<file path="src/rtl/vidcond_pkg.sv">
// Shared line-state type and 24 MHz timing defaults for the composite-video
// conditioning path.
package vidcond_pkg;

  typedef enum logic [2:0] {
    StHunt,
    StSync,
    StBreeze,
    StPorch,
    StActive
  } line_state_e;

  localparam int unsigned SYNC_MIN_24M   = 48;
  localparam int unsigned BREEZE_LEN_24M = 16;
  localparam int unsigned LINE_MAX_24M   = 1800;

endpackage

</file>
<file path="src/rtl/porch_averager.sv">
// Back-porch black-level averager: sums 2^PORCH_LOG2 samples and presents the
// truncated mean together with the final sample.
module porch_averager
  import vidcond_pkg::*;
#(
  parameter int unsigned WIDTH      = 6,
  parameter int unsigned PORCH_LOG2 = 5
) (
  input  logic             clk,
  input  logic             reset,
  input  logic             start,
  input  logic             ce,
  input  logic [WIDTH-1:0] sample,
  output logic             done,
  output logic [WIDTH-1:0] avg
);

  localparam int unsigned AccW = WIDTH + PORCH_LOG2;

  logic [AccW-1:0]       acc_q;
  logic [AccW-1:0]       acc_sum;
  logic [PORCH_LOG2-1:0] cnt_q;

  // Wide enough for 2^PORCH_LOG2 full-scale samples, so the sum never wraps.
  assign acc_sum = acc_q + AccW'(sample);
  assign done    = ce && (cnt_q == '1);
  assign avg     = acc_sum[AccW-1:PORCH_LOG2];

  always_ff @(posedge clk or posedge reset) begin
    if (reset) begin
      acc_q <= '0;
      cnt_q <= '0;
    end else if (start) begin
      acc_q <= '0;
      cnt_q <= '0;
    end else if (ce) begin
      acc_q <= acc_sum;
      cnt_q <= cnt_q + 1'b1;
    end
  end

endmodule

</file>
<file path="src/rtl/line_clamp_sequencer.sv">
// Per-line timing controller: tracks sync/breezeway/porch/active, measures black
// level from the porch and conditions the output sample stream.
module line_clamp_sequencer
  import vidcond_pkg::*;
#(
  parameter int unsigned WIDTH      = 6,
  parameter int unsigned SYNC_MIN   = SYNC_MIN_24M,
  parameter int unsigned BREEZE_LEN = BREEZE_LEN_24M,
  parameter int unsigned PORCH_LOG2 = 5,
  parameter int unsigned LINE_MAX   = LINE_MAX_24M,
  parameter int unsigned LIMIT_SPAN = 24,
  parameter int unsigned BLACK_INIT = 16,
  parameter int unsigned LOCK_LINES = 4
) (
  input  logic             clk,
  input  logic             reset,
  input  logic             ce,
  input  logic             sync_in,
  input  logic             mode,
  input  logic [WIDTH-1:0] cvbs,
  output logic [WIDTH-1:0] cvbs_out,
  output logic [WIDTH-1:0] blacklevel,
  output logic             porch,
  output logic             active,
  output logic             locked,
  output logic             error
);

  localparam int unsigned LineW   = $clog2(LINE_MAX + 1);
  localparam int unsigned BreezeW = $clog2(BREEZE_LEN + 1);
  localparam int unsigned GoodW   = $clog2(LOCK_LINES + 1);

  localparam logic [LineW-1:0]   LineMax    = LineW'(LINE_MAX);
  localparam logic [LineW-1:0]   LineLast   = LineW'(LINE_MAX - 1);
  localparam logic [LineW-1:0]   TipMinCnt  = LineW'(SYNC_MIN - 1);
  localparam logic [BreezeW-1:0] BreezeLast = BreezeW'(BREEZE_LEN - 1);
  localparam logic [GoodW-1:0]   GoodMax    = GoodW'(LOCK_LINES);
  localparam logic [WIDTH:0]     LimSpan    = (WIDTH + 1)'(LIMIT_SPAN);
  localparam logic [WIDTH:0]     PixMaxW    = {1'b0, {WIDTH{1'b1}}};
  localparam logic [WIDTH-1:0]   PixMax     = {WIDTH{1'b1}};

  line_state_e        state_q, state_d;
  logic               sync_q;
  logic [LineW-1:0]   line_cnt_q, line_cnt_d;
  logic [BreezeW-1:0] breeze_cnt_q, breeze_cnt_d;
  logic [GoodW-1:0]   good_cnt_q, good_cnt_d;
  logic [WIDTH-1:0]   blacklevel_q, blacklevel_d;
  logic [WIDTH-1:0]   cvbs_out_q, cvbs_out_d;
  logic               error_q, error_d;

  logic               sync_rise;
  logic               timeout;
  logic               avg_start;
  logic               avg_ce;
  logic               avg_done;
  logic [WIDTH-1:0]   avg;
  logic [WIDTH:0]     lim_sum;
  logic [WIDTH-1:0]   lim_hi;
  logic [WIDTH-1:0]   clamped;

  assign sync_rise = ce && sync_in && !sync_q;
  // Fires on the ce that brings the line count up to LINE_MAX; beats a coincident sync rise.
  assign timeout   = ce && (state_q != StHunt) && (line_cnt_q == LineLast);
  assign avg_ce    = ce && (state_q == StPorch);

  porch_averager #(
    .WIDTH     (WIDTH),
    .PORCH_LOG2(PORCH_LOG2)
  ) u_porch_averager (
    .clk   (clk),
    .reset (reset),
    .start (avg_start),
    .ce    (avg_ce),
    .sample(cvbs),
    .done  (avg_done),
    .avg   (avg)
  );

  always_comb begin
    line_cnt_d = line_cnt_q;
    if (ce) begin
      if (sync_rise) begin
        line_cnt_d = '0;
      end else if (line_cnt_q != LineMax) begin
        line_cnt_d = line_cnt_q + 1'b1;
      end
    end
  end

  always_comb begin
    state_d      = state_q;
    breeze_cnt_d = breeze_cnt_q;
    good_cnt_d   = good_cnt_q;
    blacklevel_d = blacklevel_q;
    error_d      = error_q;
    avg_start    = 1'b0;
    if (ce) begin
      error_d = 1'b0;
      if (timeout) begin
        state_d    = StHunt;
        good_cnt_d = '0;
        error_d    = 1'b1;
      end else begin
        unique case (state_q)
          StHunt: begin
            if (sync_rise) state_d = StSync;
          end
          StSync: begin
            // The line count lags the number of tip samples by one.
            if (!sync_in) begin
              if (line_cnt_q >= TipMinCnt) begin
                state_d      = StBreeze;
                breeze_cnt_d = '0;
                avg_start    = 1'b1;
              end else begin
                state_d = StHunt;
              end
            end
          end
          StBreeze: begin
            if (sync_rise) begin
              state_d    = StSync;
              good_cnt_d = '0;
              error_d    = 1'b1;
            end else if (breeze_cnt_q == BreezeLast) begin
              state_d = StPorch;
            end else begin
              breeze_cnt_d = breeze_cnt_q + 1'b1;
            end
          end
          StPorch: begin
            if (avg_done) begin
              blacklevel_d = avg;
              state_d      = sync_rise ? StSync : StActive;
            end else if (sync_rise) begin
              state_d    = StSync;
              good_cnt_d = '0;
              error_d    = 1'b1;
            end
          end
          StActive: begin
            if (sync_rise) begin
              state_d = StSync;
              if (good_cnt_q != GoodMax) good_cnt_d = good_cnt_q + 1'b1;
            end
          end
          default: state_d = StHunt;
        endcase
      end
    end
  end

  // Upper clamp limit saturates at full scale instead of wrapping.
  always_comb begin
    lim_sum = {1'b0, blacklevel_q} + LimSpan;
    lim_hi  = (lim_sum > PixMaxW) ? PixMax : lim_sum[WIDTH-1:0];
    if (cvbs < blacklevel_q) begin
      clamped = blacklevel_q;
    end else if (cvbs > lim_hi) begin
      clamped = lim_hi;
    end else begin
      clamped = cvbs;
    end
  end

  always_comb begin
    cvbs_out_d = cvbs_out_q;
    if (ce) begin
      cvbs_out_d = cvbs;
      if (mode) begin
        unique case (state_q)
          StHunt:            cvbs_out_d = cvbs;
          StSync:            cvbs_out_d = '0;
          StBreeze, StPorch: cvbs_out_d = blacklevel_q;
          StActive:          cvbs_out_d = clamped;
          default:           cvbs_out_d = cvbs;
        endcase
      end
    end
  end

  always_ff @(posedge clk or posedge reset) begin
    if (reset) begin
      state_q      <= StHunt;
      sync_q       <= 1'b0;
      line_cnt_q   <= '0;
      breeze_cnt_q <= '0;
      good_cnt_q   <= '0;
      blacklevel_q <= WIDTH'(BLACK_INIT);
      cvbs_out_q   <= '0;
      error_q      <= 1'b0;
    end else begin
      state_q      <= state_d;
      if (ce) sync_q <= sync_in;
      line_cnt_q   <= line_cnt_d;
      breeze_cnt_q <= breeze_cnt_d;
      good_cnt_q   <= good_cnt_d;
      blacklevel_q <= blacklevel_d;
      cvbs_out_q   <= cvbs_out_d;
      error_q      <= error_d;
    end
  end

  assign cvbs_out   = cvbs_out_q;
  assign blacklevel = blacklevel_q;
  assign porch      = (state_q == StBreeze) || (state_q == StPorch);
  assign active     = (state_q == StActive);
  assign locked     = (good_cnt_q == GoodMax);
  assign error      = error_q;

endmodule

</file>
<file path="config.mk">
export PLATFORM = sky130hd
export DESIGN_NAME = line_clamp_sequencer
export DESIGN_NICKNAME = d
export VERILOG_FILES = /design/src/rtl/vidcond_pkg.sv /design/src/rtl/porch_averager.sv /design/src/rtl/line_clamp_sequencer.sv
export SDC_FILE = /design/constraint.sdc
export NUM_CORES = 1
export LEC_CHECK = 0
export CAP_MARGIN = 40
export CELL_PAD_IN_SITES_DETAIL_PLACEMENT = 0
export CELL_PAD_IN_SITES_GLOBAL_PLACEMENT = 1
export CORE_MARGIN = 5
export CORE_UTILIZATION = 45
export DETAILED_ROUTE_END_ITERATION = 10
export GPL_ROUTABILITY_DRIVEN = 0
export PLACE_DENSITY = 0.82
export SYNTH_ARGS = -nofsm -noshare
export SYNTH_HDL_FRONTEND = slang
export SYNTH_SLANG_ARGS = --single-unit
</file>
<file path="constraint.sdc">
create_clock -name clk -period 4.4 [get_ports clk]
set_input_delay 0.66 -clock clk [delete_from_list [all_inputs] [get_ports clk]]
set_output_delay 0.66 -clock clk [all_outputs]
set_load 0.005 [all_outputs]
</file>
**After elaboration in Yosys (flattened, before gate mapping)**

Cells that the tools add are included.

- Word-level logic and storage cells: 101
- Flip-flop bits (word level): 52
- Output and inout bits: 16
- Input port bits: 11

- Reductions and logical operators: 21
- $lt $le $gt $ge: 4
- Bitwise logic cells: 1
- Add/sub/neg operators: 6
- Muxes and demuxes: 40
- Equality and inequality tests: 19

Operators with widths:

| cell | number |
|---|---|
| 11-bit two-way mux | 4 |
| 3-bit two-way mux | 12 |
| 5-bit two-way mux | 6 |
| 6-bit two-way mux | 4 |
| 6-bit one-hot mux with 3 select lines | 1 |
| 3-bit one-hot mux with 4 select lines | 1 |
| 11-bit by 1-bit adder with 11-bit output, second input constant | 1 |
| 11-bit by 6-bit adder with 11-bit output | 1 |
| 11-bit equality test, second input constant | 1 |
| 11-bit by 6-bit greater-or-equal comparator with 1-bit output, second input constant | 1 |
| 11-bit inequality test, second input constant | 1 |
| 5-bit by 1-bit adder with 5-bit output, second input constant | 2 |
| 5-bit one-hot mux with 2 select lines | 1 |
| 3-bit inequality test, second input constant | 3 |
| 3-bit one-hot mux with 3 select lines | 1 |
| 1-bit two-way mux | 8 |
| 2-bit inequality test, second input constant | 4 |
| 6-bit by 5-bit adder with 7-bit output, second input constant | 1 |
| 7-bit by 6-bit greater-than comparator with 1-bit output, second input constant | 1 |
| 7-bit AND reduction | 1 |
| 3-bit by 2-bit equality test with 1-bit output, second input constant | 2 |
| 3-bit equality test, second input constant | 2 |
| 6-bit greater-than comparator | 1 |
| 1-bit logical AND | 6 |
| other kinds (21) | 25 |

**Logic depth before layout (Yosys ltp)**

Gate-level depths: netlist of run 1.

- Word-level depth: 8
- Gate-level depth with buffers: 14
- Mapped depth without buffers: 13

**By module**

Synthesis of run 1 repeated with hierarchy kept, for this count alone.

- Cells, all modules: 414
- Area, all modules: 3624.7 um^2

Modules (own cells, without submodules):

| module | seq. area each (um^2) | instances | cells an instance | area each (um^2) |
|---|---|---|---|---|
| line_clamp_sequencer | 902.1 | 1 | 292 | 2487.4 |
| porch_averager | 400.4 | 1 | 122 | 1137.3 |

**Least setup slack after synthesis of run 1**

No wires, ideal clock.

- Kind: reg-to-reg
- From: register blacklevel_q[4], in the netlist blacklevel[4]
- To: register cvbs_out_q[0], in the netlist cvbs_out[0]
- Data required time: 4265 ps
- Path slack: 1191 ps
- Setup time: 135 ps
- Path buffers: 1
- Period minus slack after synthesis: 3209 ps
- Stages on the path, launching flop included: 14
- Arrival time: 3074 ps
- Path through: dfstp_2 -> inv_1 -> ha_1 -> nor4b_1 -> or3_1 -> clkbuf_1 -> nor2b_1 -> ha_1 -> nand4_1 -> o21bai_1 -> a31oi_1 -> mux2_2 -> a221oi_1 -> o22ai_1

- Word-level cells in the longest chain between the ends: 8
- Elaborated cells between the ends (all ways): 9
- Those cells by class: add/sub: 1; order compare: 3; mux: 5

RTL lines:

| item | line | text |
|---|---|---|
| from (decl) | line_clamp_sequencer.sv:47 | `logic [WIDTH-1:0] blacklevel_q, blacklevel_d;` |
| from (signal assigned) | line_clamp_sequencer.sv:189 | `blacklevel_q <= WIDTH'(BLACK_INIT);` |
| from (signal assigned) | line_clamp_sequencer.sv:198 | `blacklevel_q <= blacklevel_d;` |
| 6-bit by 5-bit adder with 7-bit output | line_clamp_sequencer.sv:155 | `lim_sum = {1'b0, blacklevel_q} + LimSpan;` |
| 7-bit by 6-bit greater-than comparator with 1-bit output | line_clamp_sequencer.sv:156 | `lim_hi = (lim_sum > PixMaxW) ? PixMax : lim_sum[WIDTH-1:0];` |
| 6-bit two-way mux | line_clamp_sequencer.sv:156 |  |
| 6-bit greater-than comparator | line_clamp_sequencer.sv:159 | `end else if (cvbs > lim_hi) begin` |
| 6-bit two-way mux | line_clamp_sequencer.sv:159 |  |
| 6-bit two-way mux * | line_clamp_sequencer.sv:157 | `if (cvbs < blacklevel_q) begin` |
| 6-bit one-hot mux with 3 select lines * | line_clamp_sequencer.sv:171 | `unique case (state_q)` |
| 6-bit two-way mux * | line_clamp_sequencer.sv:170 | `if (mode) begin` |
| to (signal assigned) | line_clamp_sequencer.sv:199 | `cvbs_out_q <= cvbs_out_d;` |
| to (decl) | line_clamp_sequencer.sv:48 | `logic [WIDTH-1:0] cvbs_out_q, cvbs_out_d;` |

Every way passes the cells marked *; elsewhere a longest branch is shown, timed or not.
A chain may end at the register's enable or synchronous reset.

**Worst setup path after layout of run 1**

- From: register blacklevel_q[3], in the netlist blacklevel[3]
- To: register cvbs_out_q[0], in the netlist cvbs_out[0]

The elaborated chain is that of the path after synthesis.

==> impl_metrics.tcl, run 1 <==
set metrics [dict create \
    status "finished clean" \
    netlist_area_um2 3486 \
    wl_per_cell_um 15.00 \
    ctsLongestPathBuffers 2 \
    rr_startpoint "blacklevel[3]" \
    ios 27 \
    synth.top_cell.area_share_pct 36.61 \
    row_count 32 \
    synth_largest_area_cell "dfrtp_1" \
    tns_ps 0 \
    cts-root-buf "clkbuf_8" \
    post_cts.repair.setup_buffers 0 \
    crit_type "reg2reg" \
    holdPathEnd "breeze_cnt_q[4]" \
    routed_wl_um 7784 \
    grt_pass1_wl_um 13190 \
    r2r_cells 13 \
    insertedDiodeCount 0 \
    n_fill_cell 748 \
    coreArea_um2 7647 \
    r2r-end "cvbs_out[0]" \
    synth.distinct_cells 57 \
    grtUsageTotal_pct 16.62 \
    die_w_um 98.02 \
    setup_viol 0 \
    htree_levels 2 \
    relSlewSlack_pct 47.55 \
    cts_tree "yes" \
    synth_area_leaders "dfrtp_1, ha_1, nor2_1" \
    synth_common_cells "dfrtp_1, nor2_1, o21ai_0" \
    worstMarginPinSlew_ps 783.9 \
    fmax_mhz 283.9 \
    drc 0 \
    ys_seq_elements 52 \
    cts-buffers-inserted 5 \
    yosysWarnings 0 \
    gr-total-overflow 0 \
    hp-start "breeze_cnt_q[4]" \
    start_util_pct 45.58 \
    syn_area_per_cell_um2 8.892 \
    viasPerCell 5.588 \
    seq_area_frac_synth_pct 37.37 \
    final_cells 519 \
    synth.most_common_cell "dfrtp_1" \
    synth-async-reset-ratio_pct 100.0 \
    dr.pass1.iters 4 \
    num_vias 2900 \
    synth-edff-count 0 \
    slew_viol_final 0 \
    vdd_drop_max_v 0.0001624 \
    p_leak_nw 1.769 \
    synth_top_flop_cell "dfrtp_1" \
    hold_path_depth 2 \
    grt_pass1_vias 2636 \
    maxCapViolations 0 \
    cp-end-kind "flip-flop" \
    min_period_ps 3523 \
    worstPathRequired_ps 4580 \
    grt_max_degree 53 \
    holdWs_ps 482.7 \
    cp_max_fo 7 \
    synthCells 392 \
    period_share_pct 80.07 \
    cts_sinks 52 \
    die_area_um2 9607 \
    p_per_area_nw_per_um2 246.0 \
    area_growth_pct 12.78 \
    clk_pin_slew_worst_paths_ps 90 \
    ctsHoldBuffers 0 \
    fin_nets 455 \
    critPathArrivalTime_ps 3700 \
    r2r_slack_ps 880 \
    post_cts_resized 0 \
    synth_fp_nets 431 \
    drtIter0Drc 137 \
    final_util_pct 51.41 \
    dp_cells 511 \
    finalHoldViolCount 0 \
    die_y_um 98.02 \
    drive_gt1_share_pct 5.995 \
    clk_latency_ps 310 \
    crit_path_start_kind "flip-flop" \
    min_path_type "reg2reg" \
    rsz0062_at_grt "no" \
    drtAntennaViolNets 0 \
    dp_hpwl_um 5779 \
    port_buffers 26 \
    fin_skew_ps 9.639 \
    antenna_found_initial 0 \
]
-- where the power goes --
group | total, W | switching [W] | internal [W]
Combinational | 0.000150 | 0.0000808 | 0.0000688
Sequential | 0.000531 | 0.0000282 | 0.000503
Clock | 0.000286 | 0.000158 | 0.000128
Total | 0.000967 | 0.000267 | 0.000700
-- kinds of logic (layout without fill, tap and decap cells) --
group | after synthesis | after routing | share of synthesized area, %
mux | 5 | 5 | 1.543
xor+xnor | 21 | 21 | 5.276
flops | 52 | 52 | 37.37
simple gates | 140 | 140 | 20.75
compound gates | 106 | 106 | 19.99
fa+ha+maj | 28 | 28 | 10.27
buf+inv | 40 | 65 | 4.810
-- worst max-delay path by stage --
stage / start / to / slack, ps / cells after the start
after CTS: blacklevel[3] / cvbs_out[0] / 880 / 13
after detailed placement: blacklevel[3] / cvbs_out[0] / 910 / 13
final: blacklevel[3] / cvbs_out[0] / 880 / 13
after global routing: blacklevel[3] / cvbs_out[0] / 480 / 13
after global placement: blacklevel[3] / cvbs_out[0] / 1070 / 13
after floorplan: blacklevel[4] / cvbs_out[0] / 1190 / 13
-- worst max-delay path, cell delays in order, from the launching register on --
cell	delay, ps
dfrtp_1	460
inv_1	200
ha_1	180
nand4_1	170
nor4b_1	340
or3_1	280
nor2_1	80
ha_1	300
nand4_1	110
o21bai_1	190
a31oi_1	340
mux2_2	380
a221oi_1	260
o22ai_1	130
-- through the flow --
| stage | total power (W) | setup slack, ps | cell area (um^2) |
|---|---|---|---|
| after detailed placement | 0.0006918 | 912.8 | 3837 |
| after global placement | 0.0006889 | 1069 | 3837 |
| after floorplan | 0.0006306 | 1191 | 3486 |
| after CTS | 0.0009843 | 882.5 | 3931 |
| final | 0.0009672 | 877.0 | 3931 |
| after global routing | 0.001022 | 478.8 | 3931 |
-- flip-flops by register name (all words and copies together) (netlist names) --
register,count
breeze_cnt_q,5
cvbs_out,6
line_cnt_q,11
u_porch_averager.cnt_q,5
sync_q,1
good_cnt_q,3
error,1
u_porch_averager.acc_q,11
state_q,3
blacklevel,6
-- cells in the final DEF, fill, tap and decap left out, drive strengths merged, types with 5 or more instances in the layout --
| cell | count |
|---|---|
| a21oi | 20 |
| clkbuf | 7 |
| nor2 | 47 |
| o31ai | 5 |
| xnor2 | 12 |
| a31oi | 6 |
| or3 | 9 |
| o21ai | 35 |
| ha | 27 |
| nand4 | 7 |
| o21bai | 5 |
| nand2 | 25 |
| nor3 | 8 |
| inv | 27 |
| clkdlybuf4s50 | 26 |
| xor2 | 9 |
| a21o | 7 |
| dfrtp | 51 |
| nand2b | 5 |
| nor4 | 5 |
| and3 | 6 |
| a22o | 6 |
| nand3 | 7 |
-- layout make-up --
type | instances | area [um^2] | area share (%)
clock buffers | 7 | 86.33 | 2.196
clock inverters | 1 | 7.507 | 0.1910
inverters | 27 | 101.3 | 2.578
multi-input cells | 300 | 2016 | 51.27
flip-flops and latches | 52 | 1303 | 33.13
well taps | 102 | 127.6 | 3.246
repair buffers | 30 | 290.3 | 7.384
-- per-layer routing --
metal / wire length [um] / global-route usage [%]
met5: 0 / 0
met3: 382 / 3.071
met4: 92 / 4.153
met2: 3400 / 23.93
met1: 3910 / 25.62
No activity file was read; power rests on OpenSTA's default activity.
==> run 2, diff against run 1 <==
--- a/config.mk
+++ b/config.mk
@@ -9,10 +9,10 @@
 export CELL_PAD_IN_SITES_DETAIL_PLACEMENT = 0
 export CELL_PAD_IN_SITES_GLOBAL_PLACEMENT = 1
 export CORE_MARGIN = 5
-export CORE_UTILIZATION = 45
+export CORE_UTILIZATION = 41
 export DETAILED_ROUTE_END_ITERATION = 10
 export GPL_ROUTABILITY_DRIVEN = 0
-export PLACE_DENSITY = 0.82
+export PLACE_DENSITY = 0.79
 export SYNTH_ARGS = -nofsm -noshare
 export SYNTH_HDL_FRONTEND = slang
 export SYNTH_SLANG_ARGS = --single-unit
==> constraint.sdc (replaced) <==
create_clock -name clk -period 3.02 [get_ports clk]
set_input_delay 0.453 -clock clk [delete_from_list [all_inputs] [get_ports clk]]
set_output_delay 0.453 -clock clk [all_outputs]
set_load 0.005 [all_outputs]
==> impl_metrics.tcl, run 2 (synthesis results as in run 1) <==
set metrics [dict create \
    min_period_ps 3017 \
    grtUsageTotal_pct 16.68 \
    rsz0062_at_grt "yes" \
    area_growth_pct 20.06 \
    setup_viol 0 \
    fin_nets 475 \
    dr.pass1.iters 4 \
    worstMarginPinSlew_ps 585.5 \
    slew_viol_final 0 \
    drc 0 \
    dp_hpwl_um 6191 \
    placed_cell_area_um2 4043 \
    pwr-share-seq_pct 52.2 \
    antenna_found_initial 0 \
    fin_area_um2 4185 \
    cts-buffers-inserted 5 \
    cp-end-kind "flip-flop" \
    num_vias 2976 \
    hp-start "breeze_cnt_q[4]" \
    clkPwrFrac_pct 32.0 \
    fin_skew_ps 13.12 \
    finalHoldViolCount 0 \
    tns_ps 0 \
    drive_gt1_share_pct 12.81 \
    drtAntennaViolNets 0 \
    die_y_um 102.2 \
    cp_max_fo 5 \
    r2r-end "cvbs_out[0]" \
    die_area_um2 10450 \
    viasPerCell 5.491 \
    p_sw_w 0.0003946 \
    r2r_slack_ps 3 \
    wl_per_cell_um 15.16 \
    cts-root-buf "clkbuf_8" \
    drtIter0Drc 140 \
    grt_pass1_vias 2879 \
    crit_path_start_kind "flip-flop" \
    intPower_w 0.001090 \
    combPwrFrac_pct 15.8 \
    crit_type "reg2reg" \
    start_util_pct 42.21 \
    place_ws_ps -97.06 \
    grt_pass1_wl_um 14120 \
    cts_sinks 52 \
    vdd_drop_max_v 0.0001753 \
    cts_tree "yes" \
    period_share_pct 99.89 \
    ctsLongestPathBuffers 2 \
    p_leak_nw 1.892 \
    gr-total-overflow 0 \
    grt_max_degree 29 \
    r2r_cells 14 \
    holdPathEnd "breeze_cnt_q[4]" \
    fmax_mhz 331.5 \
    coreArea_um2 8258 \
    maxCapViolations 0 \
    p_per_area_nw_per_um2 354.8 \
    clk_latency_ps 300 \
    finalWorstSetupSlack_ps 3.201 \
    rr_startpoint "blacklevel[3]" \
    final_common_cell "dfrtp_1" \
    critPathArrivalTime_ps 3200 \
    ctsHoldBuffers 0 \
    swShare_pct 26.57 \
    status "finished clean" \
    ios 27 \
    row_count 33 \
    die_w_um 102.2 \
    min_path_type "reg2reg" \
    port_buffers 26 \
    htree_levels 2 \
    cp_slowest_cell "dfrtp_1" \
    top_regs "line_cnt_q (11), u_porch_averager.acc_q (11)" \
    cp_common_cell "buf_4" \
    insertedDiodeCount 0 \
    crit_path_max_incr_delay_ps 400 \
    clk_pin_slew_worst_paths_ps 100 \
    hold_path_depth 2 \
    routed_wl_um 8219 \
    final_cell_mix "dfrtp_1, nor2_1, o21ai_0" \
    worstPathRequired_ps 3210 \
    relSlewSlack_pct 60.93 \
    worstPathCellList "inv_2 > ha_4 > nand4_1 > buf_4 > buf_4 > o211a_1 > ha_1 > a21o_1 > o21ai_2 > buf_4 > a31oi_4 > mux2_4 > a221oi_2 > o22ai_1" \
]
## run 2: worst max-delay path, delay by kind of cell, from the launching register on
kind | cells | cell delay [ps]
flops | 1 | 400
mux | 1 | 310
simple gates | 1 | 140
buf+inv | 4 | 570
compound gates | 6 | 1020
fa+ha+maj | 2 | 450
## run 2: power by group through the flow
stage               combinational (W)  sequential (W)  clock [W]
CTS                          0.000238        0.000775   0.000496
detailed placement           0.000235        0.000788          0
finish                       0.000234        0.000775   0.000476
floorplan                    0.000149        0.000776          0
global placement             0.000233        0.000786          0
global route                 0.000268        0.000783   0.000523
## run 2: per-stage QoR
step	utilization [%]	hold WS, ps	total power (W)	instances
2_1_floorplan	-	436.5	0.0009243	392
3_3_place_gp	48.95	458.6	0.001019	531
3_5_place_dp	48.95	467.4	0.001023	531
4_1_cts	50.59	488.1	0.001508	541
5_1_grt	50.68	519.5	0.001574	542
6_report	50.68	485.5	0.001485	542
## run 2: area by class of cell
type | count | area (um^2)
clock buffers | 6 | 72.57
inverters | 27 | 101.3
multi-input cells | 300 | 2090
well taps | 105 | 131.4
fillers | 795 | 4073
repair buffers | 50 | 452.9
flip-flops and latches | 52 | 1303
clock inverters | 2 | 35.03
## run 2: timing repair
item / CTS / global route
resized for setup: 6 / 0
setup endpoints to repair: 5 / 6
buffers inserted: 2 / 1
pin swaps: 3 / 1
gates cloned: 0 / 0
hold endpoints to repair: 0 / 0
## run 2: how the worst max path moves through the flow
| stage | from | endpoint | cells past startpoint |
|---|---|---|---|
| global placement | blacklevel[4] | cvbs_out[2] | 13 |
| detailed placement | blacklevel[4] | cvbs_out[2] | 13 |
| global route | blacklevel[3] | cvbs_out[0] | 14 |
| finish | blacklevel[3] | cvbs_out[0] | 14 |
| floorplan | blacklevel[3] | cvbs_out[0] | 14 |
| CTS | blacklevel[4] | cvbs_out[0] | 14 |
## run 2: metal layers
metal | GRT usage (%) | wire, um | vias to the layer above
li1 | - | - | 1491
met2 | 26.09 | 3726 | 56
met3 | 2.389 | 347 | 4
met1 | 24.77 | 4105 | 1425
met5 | 0 | 0 | -
met4 | 3.229 | 40 | 0
